<file path="src/rtl/mem_ram_ctrl.sv">
// Data-RAM access sequencer for the MEM stage: one load/store at a time over a req/ack RAM port,
// read-modify-write for partial stores, and a bounded wait per RAM phase that reports a timeout.
module mem_ram_ctrl #(
  parameter int ADDR_WIDTH     = 32,
  parameter int DATA_WIDTH     = 32,
  parameter int TIMEOUT_CYCLES = 16
) (
  input  logic                  clk_i,
  input  logic                  rst_n_i,
  input  logic                  req_valid_i,
  output logic                  req_ready_o,
  input  logic                  req_we_i,
  input  logic [ADDR_WIDTH-1:0] req_addr_i,
  input  logic [3:0]            req_be_i,
  input  logic [DATA_WIDTH-1:0] req_wdata_i,
  output logic                  rsp_valid_o,
  output logic [DATA_WIDTH-1:0] rsp_rdata_o,
  output logic                  rsp_err_o,
  output logic                  busy_o,
  output logic                  ram_req_o,
  output logic                  ram_we_o,
  output logic [ADDR_WIDTH-1:0] ram_addr_o,
  output logic [DATA_WIDTH-1:0] ram_wdata_o,
  input  logic                  ram_ack_i,
  input  logic [DATA_WIDTH-1:0] ram_rdata_i
);

  localparam int CW = (TIMEOUT_CYCLES > 1) ? $clog2(TIMEOUT_CYCLES) : 1;

  typedef enum logic [1:0] {S_IDLE, S_RD, S_WR, S_DONE} state_e;

  state_e                  state_q, state_d;
  logic [ADDR_WIDTH-3:0]   waddr_q, waddr_d;
  logic                    we_q, we_d;
  logic [3:0]              be_q, be_d;
  logic [DATA_WIDTH-1:0]   wdata_q, wdata_d;
  logic [DATA_WIDTH-1:0]   rdata_q, rdata_d;
  logic                    err_q, err_d;
  logic [CW-1:0]           cnt_q, cnt_d;
  logic [DATA_WIDTH-1:0]   merged;
  logic                    timeout_hit;
  logic                    unused_addr_lsb;

  // The byte offset only matters to the MEM stage's extract/extend logic.
  assign unused_addr_lsb = ^req_addr_i[1:0];

  always_comb begin
    merged = '0;
    for (int i = 0; i < 4; i++) begin
      merged[8*i +: 8] = be_q[i] ? wdata_q[8*i +: 8] : ram_rdata_i[8*i +: 8];
    end
  end

  assign timeout_hit = (TIMEOUT_CYCLES != 0) && (cnt_q == CW'(TIMEOUT_CYCLES - 1));

  always_comb begin
    state_d = state_q;
    waddr_d = waddr_q;
    we_d    = we_q;
    be_d    = be_q;
    wdata_d = wdata_q;
    rdata_d = rdata_q;
    err_d   = err_q;
    cnt_d   = cnt_q;
    case (state_q)
      S_IDLE: begin
        if (req_valid_i) begin
          waddr_d = req_addr_i[ADDR_WIDTH-1:2];
          we_d    = req_we_i;
          be_d    = req_be_i;
          wdata_d = req_wdata_i;
          rdata_d = '0;
          err_d   = 1'b0;
          cnt_d   = '0;
          if (!req_we_i)              state_d = S_RD;
          else if (req_be_i == 4'hF)  state_d = S_WR;
          else if (req_be_i == 4'h0)  state_d = S_DONE;
          else                        state_d = S_RD;
        end
      end
      S_RD: begin
        if (ram_ack_i) begin
          cnt_d = '0;
          if (!we_q) begin
            rdata_d = ram_rdata_i;
            state_d = S_DONE;
          end else begin
            // The merged word replaces the store data so WR drives it unchanged.
            wdata_d = merged;
            state_d = S_WR;
          end
        end else if (timeout_hit) begin
          err_d   = 1'b1;
          state_d = S_DONE;
        end else begin
          cnt_d = cnt_q + CW'(1);
        end
      end
      S_WR: begin
        if (ram_ack_i) begin
          state_d = S_DONE;
        end else if (timeout_hit) begin
          err_d   = 1'b1;
          state_d = S_DONE;
        end else begin
          cnt_d = cnt_q + CW'(1);
        end
      end
      S_DONE:  state_d = S_IDLE;
      default: state_d = S_IDLE;
    endcase
  end

  always_ff @(posedge clk_i or negedge rst_n_i) begin
    if (!rst_n_i) begin
      state_q <= S_IDLE;
      waddr_q <= '0;
      we_q    <= 1'b0;
      be_q    <= 4'h0;
      wdata_q <= '0;
      rdata_q <= '0;
      err_q   <= 1'b0;
      cnt_q   <= '0;
    end else begin
      state_q <= state_d;
      waddr_q <= waddr_d;
      we_q    <= we_d;
      be_q    <= be_d;
      wdata_q <= wdata_d;
      rdata_q <= rdata_d;
      err_q   <= err_d;
      cnt_q   <= cnt_d;
    end
  end

  // Handshakes: MEM access transfers on a cycle with req_valid_i && req_ready_o; a RAM phase
  // holds req/we/addr/wdata stable from registers until the cycle ram_ack_i is seen high.
  assign req_ready_o = (state_q == S_IDLE);
  assign busy_o      = (state_q != S_IDLE);
  assign ram_req_o   = (state_q == S_RD) || (state_q == S_WR);
  assign ram_we_o    = (state_q == S_WR);
  assign ram_addr_o  = {waddr_q, 2'b00};
  assign ram_wdata_o = wdata_q;
  assign rsp_valid_o = (state_q == S_DONE);
  assign rsp_rdata_o = rsp_valid_o ? rdata_q : '0;
  assign rsp_err_o   = rsp_valid_o && err_q;

endmodule

</file>
<file path="config.mk">
export PLATFORM = sky130hd
export DESIGN_NAME = mem_ram_ctrl
export DESIGN_NICKNAME = d
export VERILOG_FILES = /design/src/rtl/mem_ram_ctrl.sv
export SDC_FILE = /design/constraint.sdc
export NUM_CORES = 1
export LEC_CHECK = 0
export CAP_MARGIN = 20
export CORE_ASPECT_RATIO = 0.5
export CORE_UTILIZATION = 35
export CTS_CLUSTER_DIAMETER = 200
export DETAILED_ROUTE_END_ITERATION = 7
export PLACE_DENSITY_LB_ADDON = 0.3
export RECOVER_POWER = 25
export SYNTH_ARGS = -nofsm -noshare
export SYNTH_HDL_FRONTEND = slang
export SYNTH_SLANG_ARGS = --single-unit
export TNS_END_PERCENT = 50
</file>
<file path="constraint.sdc">
create_clock -name clk_i -period 4.4 [get_ports clk_i]
set_input_delay 0.66 -clock clk_i [delete_from_list [all_inputs] [get_ports clk_i]]
set_output_delay 0.66 -clock clk_i [all_outputs]
set_load 0.02 [all_outputs]
</file>
==> qor.txt, run 1 <==
RSZ-0062 raised after global routing = false
first-pass GRT wire length = 19600 um
DRC viols = 0
layout cells sized above 1 = 10.3%
Starting Density = 36.6%
post-detail-place hpwl = 8630 um
post-synth top area share = 55.9%
Finished Layout Cells = 819
CP max stage cell = clkdlybuf4s50_1
Crit Path Category = flop to output pin
placed insts = 801
Yosys Warn Count = 0
core box area = 13000 um2
relative slew slack = -23.4%
pwr dens = 729 nW/um2
commonest non-fill, non-tap cell in the layout = clkdlybuf4s50_1
ys async rst share = 100%
clock latency on the worst-skew pair = 0.34 ns
Mapped Area = 4750 um2
area leader, netlist = dfrtp_1
initial DRC count = 172
final net count = 755
IO Pins = 207
number of synthesized register bits = 106
violated checks = capacitance limit, slew limit
CTS tree = built
post-DR vias/cell = 4.72
Fin. Hold Viols = 0
fmax = 0.362 GHz
final slew viol count = 76
cts bufs inserted = 9
status = complete, but fails checks
switch share = 39.9%
clock slew at the register clock pins of the worst setup and hold paths = 0.07 ns
TritonRoute pass-1 iters = 4
post-route setup slack = 1.64 ns
total gr overflow = 0
Buffers on Ports = 202
share of power burned in registers = 32.1%
CP cell instances = ha_1, buf_16, and2_1, clkdlybuf4s50_1
Routed Antenna Nets = 0
GPL Wtd Cong = 0.779
largest net degree at the start of global routing = 76
Via Count = 3866
All-Layer GR Usage = 17.6%
cells after synthesis = 453
Main synth FF type = dfrtp_1
commonest non-fill, non-tap cells in the layout = 201 x clkdlybuf4s50_1, 106 x dfrtp_1, 68 x nand2_1
Total Power = 5.24 mW
FP Rows = 29
Post-Synth XOR/XNOR Area = 0%
Critical Path Start Type = flop
post-place setup slack = 1.50 ns
Final period util = 62.8%
Psw = 2.09 mW
Post-DP Area = 6860 um2
multiplexer area fraction after synthesis = 9.02%
Die Span X = 167 um
Compound-Gate Fraction of Synth Area = 11.4%
CP endpoint kind = output pin
Worst Tran Pin Value = 1.85 ns
die height = 84.3 um
LEAKAGE = 2.95 nW
Setup-failing EPs final = 0
main combinational cell family by area after synthesis = simple AND/OR/NAND/NOR gates
Worst VDD drop = 333 uV
wire length per cell = 14.7 um
P_int = 3.15 mW
Worst Path Arrival = 2.10 ns
Synth Area in Adders = 1.58%
Seq/Total Area, Yosys = 55.9%
EDFF count, synth = 0
Fin Setup TNS = 0 ns
Crit path largest cell delay = 0.63 ns
die area = 14100 um2
Tmin final = 2.76 ns
CTS root buffer = clkbuf_16
logic gate share of total power = 53.5%
unique cell type count in the Yosys netlist = 34
Antenna diodes = 0
area grow syn2layout = 51.3%
antenna violations before repair = 0
WL final = 12000 um
Worst Path Max Fanout = 31
Hold Buf Count CTS = 0
top cells by area in the synthesized netlist = dfrtp_1 56%, mux2_2 8.5%, nand2_1 5.4%
Setup Skew = 0.00815 ns
PostCTS Resize Cnt = 0
Hold Crit Class = flop to flop
fin area = 7180 um2
max_cap viols = 1
Clock power frac = 14.3%
Simple-Gate Fraction of Synth Area = 18.8%
H-tree levels = 3
Mean Syn Cell Area = 10.5 um2
post-CTS setup buffer count = 0
Sink Count = 106
Req. time, crit path = 3.74 ns
deepest clock path buffer count = 2
vias in the first global route = 3870
sequential cells by signal, summed over array words and instances (netlist names):
name / flops
we_q: 1
waddr_q: 30
err_q: 1
cnt_q: 4
rdata_q: 32
be_q: 4
state_q: 2
ram_wdata_o: 32
power groups by stage:
stage	logic, mW	clock network (mW)	registers [mW]
after floorplan	1.36	0	2.03
after global placement	2.74	0	1.68
after detailed placement	2.78	0	1.71
after CTS	2.79	0.777	1.69
after global routing	3.05	0.812	1.75
final	2.80	0.751	1.68
cells in the mapped netlist, types with 2 or more instances:
cell type,number
nand2_1,68
buf_2,13
a21oi_2,4
dfrtp_1,106
o21ai_0,6
nand3b_1,4
and2_1,33
nand2b_1,34
a21oi_1,5
o22a_1,2
buf_4,6
nor3_1,2
mux2_2,36
o21ai_1,31
nor2_1,35
inv_1,3
nand3_1,2
ha_1,6
a31oi_1,34
clkbuf_1,9
per-stage QoR:
| stage | util (%) | hold WS (ns) |
|---|---|---|
| floorplan | - | 0.364 |
| global placement | 53.0 | 0.460 |
| detailed placement | 53.0 | 0.469 |
| CTS | 55.1 | 0.484 |
| global route | 55.4 | 0.507 |
| finish | 55.4 | 0.479 |
worst paths after layout:
kind	from	end	slack, ns	cells after the start
max	state_q[0]	rsp_rdata_o[24]	1.64	4
min	rdata_q[22]	rdata_q[22]	0.48	2
max reg2reg	state_q[1]	cnt_q[0]	2.15	7
min reg2reg	rdata_q[22]	rdata_q[22]	0.48	2
max in group asynchronous	rst_n_i	ram_wdata_o[28]	2.27	2
min in group asynchronous	rst_n_i	cnt_q[1]	0.80	1
logic make-up after synthesis:
| family | count (synthesis) |
|---|---|
| buffers and inverters | 31 |
| multiplexers | 37 |
| adder cells (fa/ha/maj) | 6 |
| AO/OA/AOI/OAI | 89 |
| other | 1 |
| flip-flops | 106 |
| AND/OR/NAND/NOR | 183 |
metal layers:
metal	GRT usage [%]	part of all wire (%)
met3	4.71	4.6
met2	30.6	50
met5	0	0
met1	21.9	44
met4	4.38	1.2
critical path, delay by kind of cell, from the launching register on:
family / cells / cell delay [ns]
fa+ha+maj: 1 / 0.36
flops: 1 / 0.41
simple gates: 1 / 0.14
buf+inv: 2 / 0.84
final cells by class:
class / count / area, um2
fill: 1162 / 5770
timing repair buffer: 207 / 2090
multi-input combinational: 317 / 1950
sequential: 106 / 2650
tap: 170 / 213
clock inverter: 6 / 42.5
clock buffer: 10 / 229
inverter: 3 / 11.3
No activity file was read; power rests on OpenSTA's default activity.
==> run 2, diff against run 1 <==
==> constraint.sdc (replaced) <==
create_clock -name clk_i -period 2.66 [get_ports clk_i]
set_input_delay 0.399 -clock clk_i [delete_from_list [all_inputs] [get_ports clk_i]]
set_output_delay 0.399 -clock clk_i [all_outputs]
set_load 0.02 [all_outputs]
==> run 2 against run 1 <==
  * The flow now finishes without violations
  * Final cell count grew 0.73%
  * Wire length grew 2.0%
  * Flip-flop and latch count is the same
  * Largest cell class unchanged
  * Critical path depth is the same
  * Power grew 67%
  * Die area is the same
  * Sequential power grew 65%
  * Critical path type unchanged
  * Via count grew 1.2%
  * Count of clock-buffer cells in the layout is the same
  * Worst setup slack lost 1.4 ns
  * Worst hold slack lost 0.12 ns
  * Highest routed layer unchanged
  * Final area grew 0.59%
==> qor.txt, run 2 (same netlist as run 1, synthesis figures left out) <==
deepest clock path buffer count = 2
post-CTS setup buffer count = 0
Sink Count = 106
Clock power frac = 14.4%
Die Span X = 167 um
Fin Setup TNS = 0 ns
TritonRoute pass-1 iters = 4
# fillers = 1146
IO Pins = 207
first-pass GRT wire length = 20100 um
total gr overflow = 0
CP cell instances = ha_1, buf_12, and2_1, clkdlybuf4s50_1
area grow syn2layout = 52.2%
Crit Path Category = flop to output pin
Crit path largest cell delay = 0.63 ns
fin area = 7220 um2
Via Count = 3911
CTS root buffer = clkbuf_16
antenna violations before repair = 0
GPL Wtd Cong = 0.766
Worst Path Arrival = 2.04 ns
wire length per cell = 14.9 um
Post-DP Area = 6960 um2
clock slew at the register clock pins of the worst setup and hold paths = 0.07 ns
share of power burned in registers = 31.8%
Setup-failing EPs final = 0
CP max stage cell = clkdlybuf4s50_1
met3 usage = 5.37%
P_int = 5.27 mW
largest net degree at the start of global routing = 56
initial DRC count = 149
r2r setup slk = 0.47 ns
Buffers on Ports = 202
Routed Antenna Nets = 0
commonest non-fill, non-tap cells in the layout = 201 x clkdlybuf4s50_1, 106 x dfrtp_1, 68 x nand2_1
PostCTS Resize Cnt = 0
Tmin final = 2.44 ns
worst path buffer plus inverter count = 2
logic gate share of total power = 53.8%
Fin. Hold Viols = 0
Hold Buf Count CTS = 0
post-DR vias/cell = 4.74
final net count = 761
Antenna diodes = 0
switch share = 39.8%
Worst Path Max Fanout = 32
GRT busiest layer = met2
Worst VDD drop = 522 uV
CTS tree = built
Critical Path Start Type = flop
CP top delay family = buffers and inverters
RSZ-0062 raised after global routing = false
final slew viol count = 0
status = finished clean
Starting Density = 36.6%
Worst Tran Pin Value = 1.40 ns
post-detail-place hpwl = 9140 um
vias in the first global route = 4018
commonest non-fill, non-tap cell in the layout = clkdlybuf4s50_1
H-tree levels = 3
relative slew slack = 6.85%
FP Rows = 29
max_cap viols = 0
DRC viols = 0
die area = 14100 um2
LEAKAGE = 2.98 nW
met2 usage = 31.6%
fmax = 0.410 GHz
CP endpoint kind = output pin
WL final = 12300 um
Setup Skew = 0.00954 ns
die height = 84.3 um
core box area = 13000 um2
Hold Crit Class = input pin to async pin
Final period util = 91.7%
layout cells sized above 1 = 11.3%
Psw = 3.49 mW
cts bufs inserted = 9
clock latency on the worst-skew pair = 0.34 ns
pwr dens = 1210 nW/um2
met1 Track Usage GR = 22.0%
All-Layer GR Usage = 18.0%
Req. time, crit path = 2.26 ns
run 2: changes by cell type in the layout (fill, tap and decap cells not counted), sizes merged:
cell / previous run / this run
buf: 5 / 10
clkbuf: 11 / 12
clkinv: 3 / 4
clkinvlp: 2 / 1
run 2: per-stage QoR:
stage	instances	util (%)	hold WS, ns	setup slack [ns]	total power [mW]
after floorplan	454	-	0.103	0.775	5.60
after global placement	809	53.7	0.457	0.472	7.44
after detailed placement	809	53.7	0.465	0.391	7.57
after CTS	825	55.9	0.138	0.198	8.86
after global routing	825	55.8	0.497	0.107	9.36
final	825	55.8	0.361	0.221	8.76
run 2: cell type report:
type | instances | area [um2] | area share, %
well taps | 170 | 213 | 2.94
inverters | 3 | 11.3 | 0.156
clock buffers | 10 | 239 | 3.31
repair buffers | 213 | 2120 | 29.4
clock inverters | 6 | 40.0 | 0.554
multi-input cells | 317 | 1950 | 26.9
flip-flops and latches | 106 | 2650 | 36.7
run 2: worst reg2reg max path: stages, from the launching register on:
cell and delay (ns):
dfrtp_1 0.42, inv_1 0.13, ha_1 0.31, mux2i_4 0.38, a21o_2 0.44, buf_4 0.28, o21ai_0 0.10
run 2: worst paths after layout:
check                                        to  cells after the start         from
worst max-delay path            rsp_rdata_o[22]                      4   state_q[0]
worst min-delay path                   cnt_q[0]                      1      rst_n_i
worst max register to register      rdata_q[24]                      6   state_q[1]
worst min register to register      rdata_q[24]                      2  rdata_q[24]
max in group asynchronous           rdata_q[12]                      2      rst_n_i
min in group clk_i                  rdata_q[24]                      2  rdata_q[24]
run 2: power by group through the flow:
stage | clock network [mW] | registers, mW | logic (mW)
floorplan | 0 | 3.36 | 2.24
CTS | 1.30 | 2.79 | 4.77
global placement | 0 | 2.78 | 4.66
detailed placement | 0 | 2.82 | 4.75
finish | 1.26 | 2.78 | 4.71
global route | 1.35 | 2.89 | 5.12
run 2: metal layers:
layer,vias to the layer above,share of wire (%)
met5,-,0
met4,0,0.51
met3,4,5.3
met2,102,50
met1,1881,44
li1,1924,-
==> run 3, diff against run 2 <==
--- a/config.mk
+++ b/config.mk
@@ -7,10 +7,11 @@
 export LEC_CHECK = 0
 export CAP_MARGIN = 20
 export CORE_ASPECT_RATIO = 0.5
+export CORE_MARGIN = 1
 export CORE_UTILIZATION = 35
 export CTS_CLUSTER_DIAMETER = 200
 export DETAILED_ROUTE_END_ITERATION = 7
-export PLACE_DENSITY_LB_ADDON = 0.3
+export PLACE_DENSITY = 0.67
 export RECOVER_POWER = 25
 export SYNTH_ARGS = -nofsm -noshare
 export SYNTH_HDL_FRONTEND = slang
==> constraint.sdc (replaced) <==
create_clock -name clk_i -period 2.7 [get_ports clk_i]
set_input_delay 0.405 -clock clk_i [delete_from_list [all_inputs] [get_ports clk_i]]
set_output_delay 0.405 -clock clk_i [all_outputs]
set_load 0.02 [all_outputs]
==> run 3 against run 2 <==
  * Sequential power barely moved
  * First-iteration DRC count rose by 44%
  * Utilization rose by 0.63 points
==> qor.txt, run 3 (same netlist as run 1, synthesis figures left out) <==
status = finished clean
clock latency on the worst-skew pair = 0.34 ns
Psw = 3.44 mW
DRC viols = 0
clock slew at the register clock pins of the worst setup and hold paths = 0.07 ns
FP Rows = 29
Final period util = 91.6%
post-route setup slack = 0.227 ns
Worst VDD drop = 601 uV
Req. time, crit path = 2.30 ns
commonest non-fill, non-tap cell in the layout = clkdlybuf4s50_1
CTS tree = built
WL final = 12600 um
GPL Wtd Cong = 0.788
area grow syn2layout = 53.9%
post-detail-place hpwl = 9230 um
Crit Path Category = flop to output pin
CTS root buffer = clkbuf_16
Sink Count = 106
CP top delay family = buffers and inverters
Setup Skew = 0.00669 ns
H-tree levels = 3
logic gate share of total power = 51.9%
post-DR vias/cell = 4.66
worst path buffer plus inverter count = 2
CP endpoint kind = output pin
first-pass GRT wire length = 20500 um
die area = 14100 um2
Clock power frac = 17.4%
Antenna diodes = 0
share of power burned in registers = 30.7%
vias in the first global route = 3936
Fin Setup TNS = 0 ns
Worst Path Arrival = 2.07 ns
Starting Density = 36.6%
All-Layer GR Usage = 18.5%
cts bufs inserted = 9
post-place setup slack = 0.380 ns
CP max stage cell = clkdlybuf4s50_1
post-CTS setup buffer count = 0
total gr overflow = 0
Fin. Hold Viols = 0
wire length per cell = 15.3 um
CP cell instances = ha_1, buf_12, and2_1, clkdlybuf4s50_1
Via Count = 3837
Die Span X = 167 um
die height = 84.3 um
TritonRoute pass-1 iters = 4
P_int = 5.52 mW
LEAKAGE = 3.02 nW
relative slew slack = 20.6%
initial DRC count = 215
IO Pins = 207
Buffers on Ports = 202
Tmin final = 2.47 ns
Worst Tran Pin Value = 1.19 ns
Setup-failing EPs final = 0
hold_ws = 0.279 ns
antenna violations before repair = 0
largest net degree at the start of global routing = 63
PostCTS Resize Cnt = 0
max_cap viols = 0
pwr dens = 1230 nW/um2
Worst Path Max Fanout = 31
Critical Path Start Type = flop
Routed Antenna Nets = 0
RSZ-0062 raised after global routing = false
deepest clock path buffer count = 2
final core utilization = 56.4%
layout cells sized above 1 = 10.9%
core box area = 13000 um2
final slew viol count = 0
commonest non-fill, non-tap cells in the layout = 201 x clkdlybuf4s50_1, 106 x dfrtp_1, 68 x nand2_1
final net count = 760
Crit path largest cell delay = 0.63 ns
fmax = 0.404 GHz
Hold Crit Class = input pin to async pin
switch share = 38.4%
Hold Buf Count CTS = 0
run 3: cell types whose count changed in the layout (fill, tap and decap cells not counted), moves of 2 or more:
cell / previous run / this run
clkbuf_1: 0 / 2
bufinv_16: 0 / 3
buf_4: 8 / 5
clkinv_2: 3 / 0
run 3: stage by stage:
step                      instances  area (um2)  total power [mW]
final                           824        7300              8.96
after global routing            824        7300              9.56
after CTS                       824        7310              9.08
after detailed placement        808        6950              7.48
after global placement          808        6950              7.37
after floorplan                 454        4750              5.52
run 3: power by group through the flow:
stage               clock network (mW)  logic [mW]  registers (mW)
floorplan                            0        2.21            3.31
global placement                     0        4.63            2.74
detailed placement                   0        4.70            2.78
CTS                               1.60        4.72            2.76
global route                      1.67        5.04            2.86
finish                            1.56        4.65            2.75
run 3: path summary, 6_finish.rpt:
check	slack [ns]	startpoint	depth (start not counted)	to
max reg2reg	0.62	state_q[1]	7	rdata_q[11]
max	0.23	state_q[0]	4	rsp_rdata_o[26]
min	0.28	rst_n_i	1	rdata_q[27]
min reg2reg	0.48	rdata_q[28]	2	rdata_q[28]
max in group asynchronous	0.78	rst_n_i	2	be_q[2]
min in group clk_i	0.48	rdata_q[28]	2	rdata_q[28]
run 3: cell type report:
type                            count  area, um2
Clock buffer                       11        253
Clock inverter                      5        108
Fill cell                        1117       5650
Inverter                            3       11.3
Multi-Input combinational cell    317       1950
Sequential cell                   106       2650
Tap cell                          170        213
Timing Repair Buffer              212       2120
run 3: layer usage:
metal / track usage (%) / wire, um / vias to the layer above
met3: 4.10 / 479 / 16
met5: 0 / 0 / -
met4: 5.39 / 170 / 0
li1: - / - / 1915
met1: 23.2 / 5660 / 1827
met2: 32.4 / 6300 / 79
run 3: worst reg2reg max path, stage by stage, from the launching register on:
cell and delay (ns):
dfrtp_1 0.41, inv_1 0.13, ha_1 0.34, mux2i_4 0.38, a21o_2 0.36, buf_12 0.23
nand2_1 0.08, o21ai_1 0.07
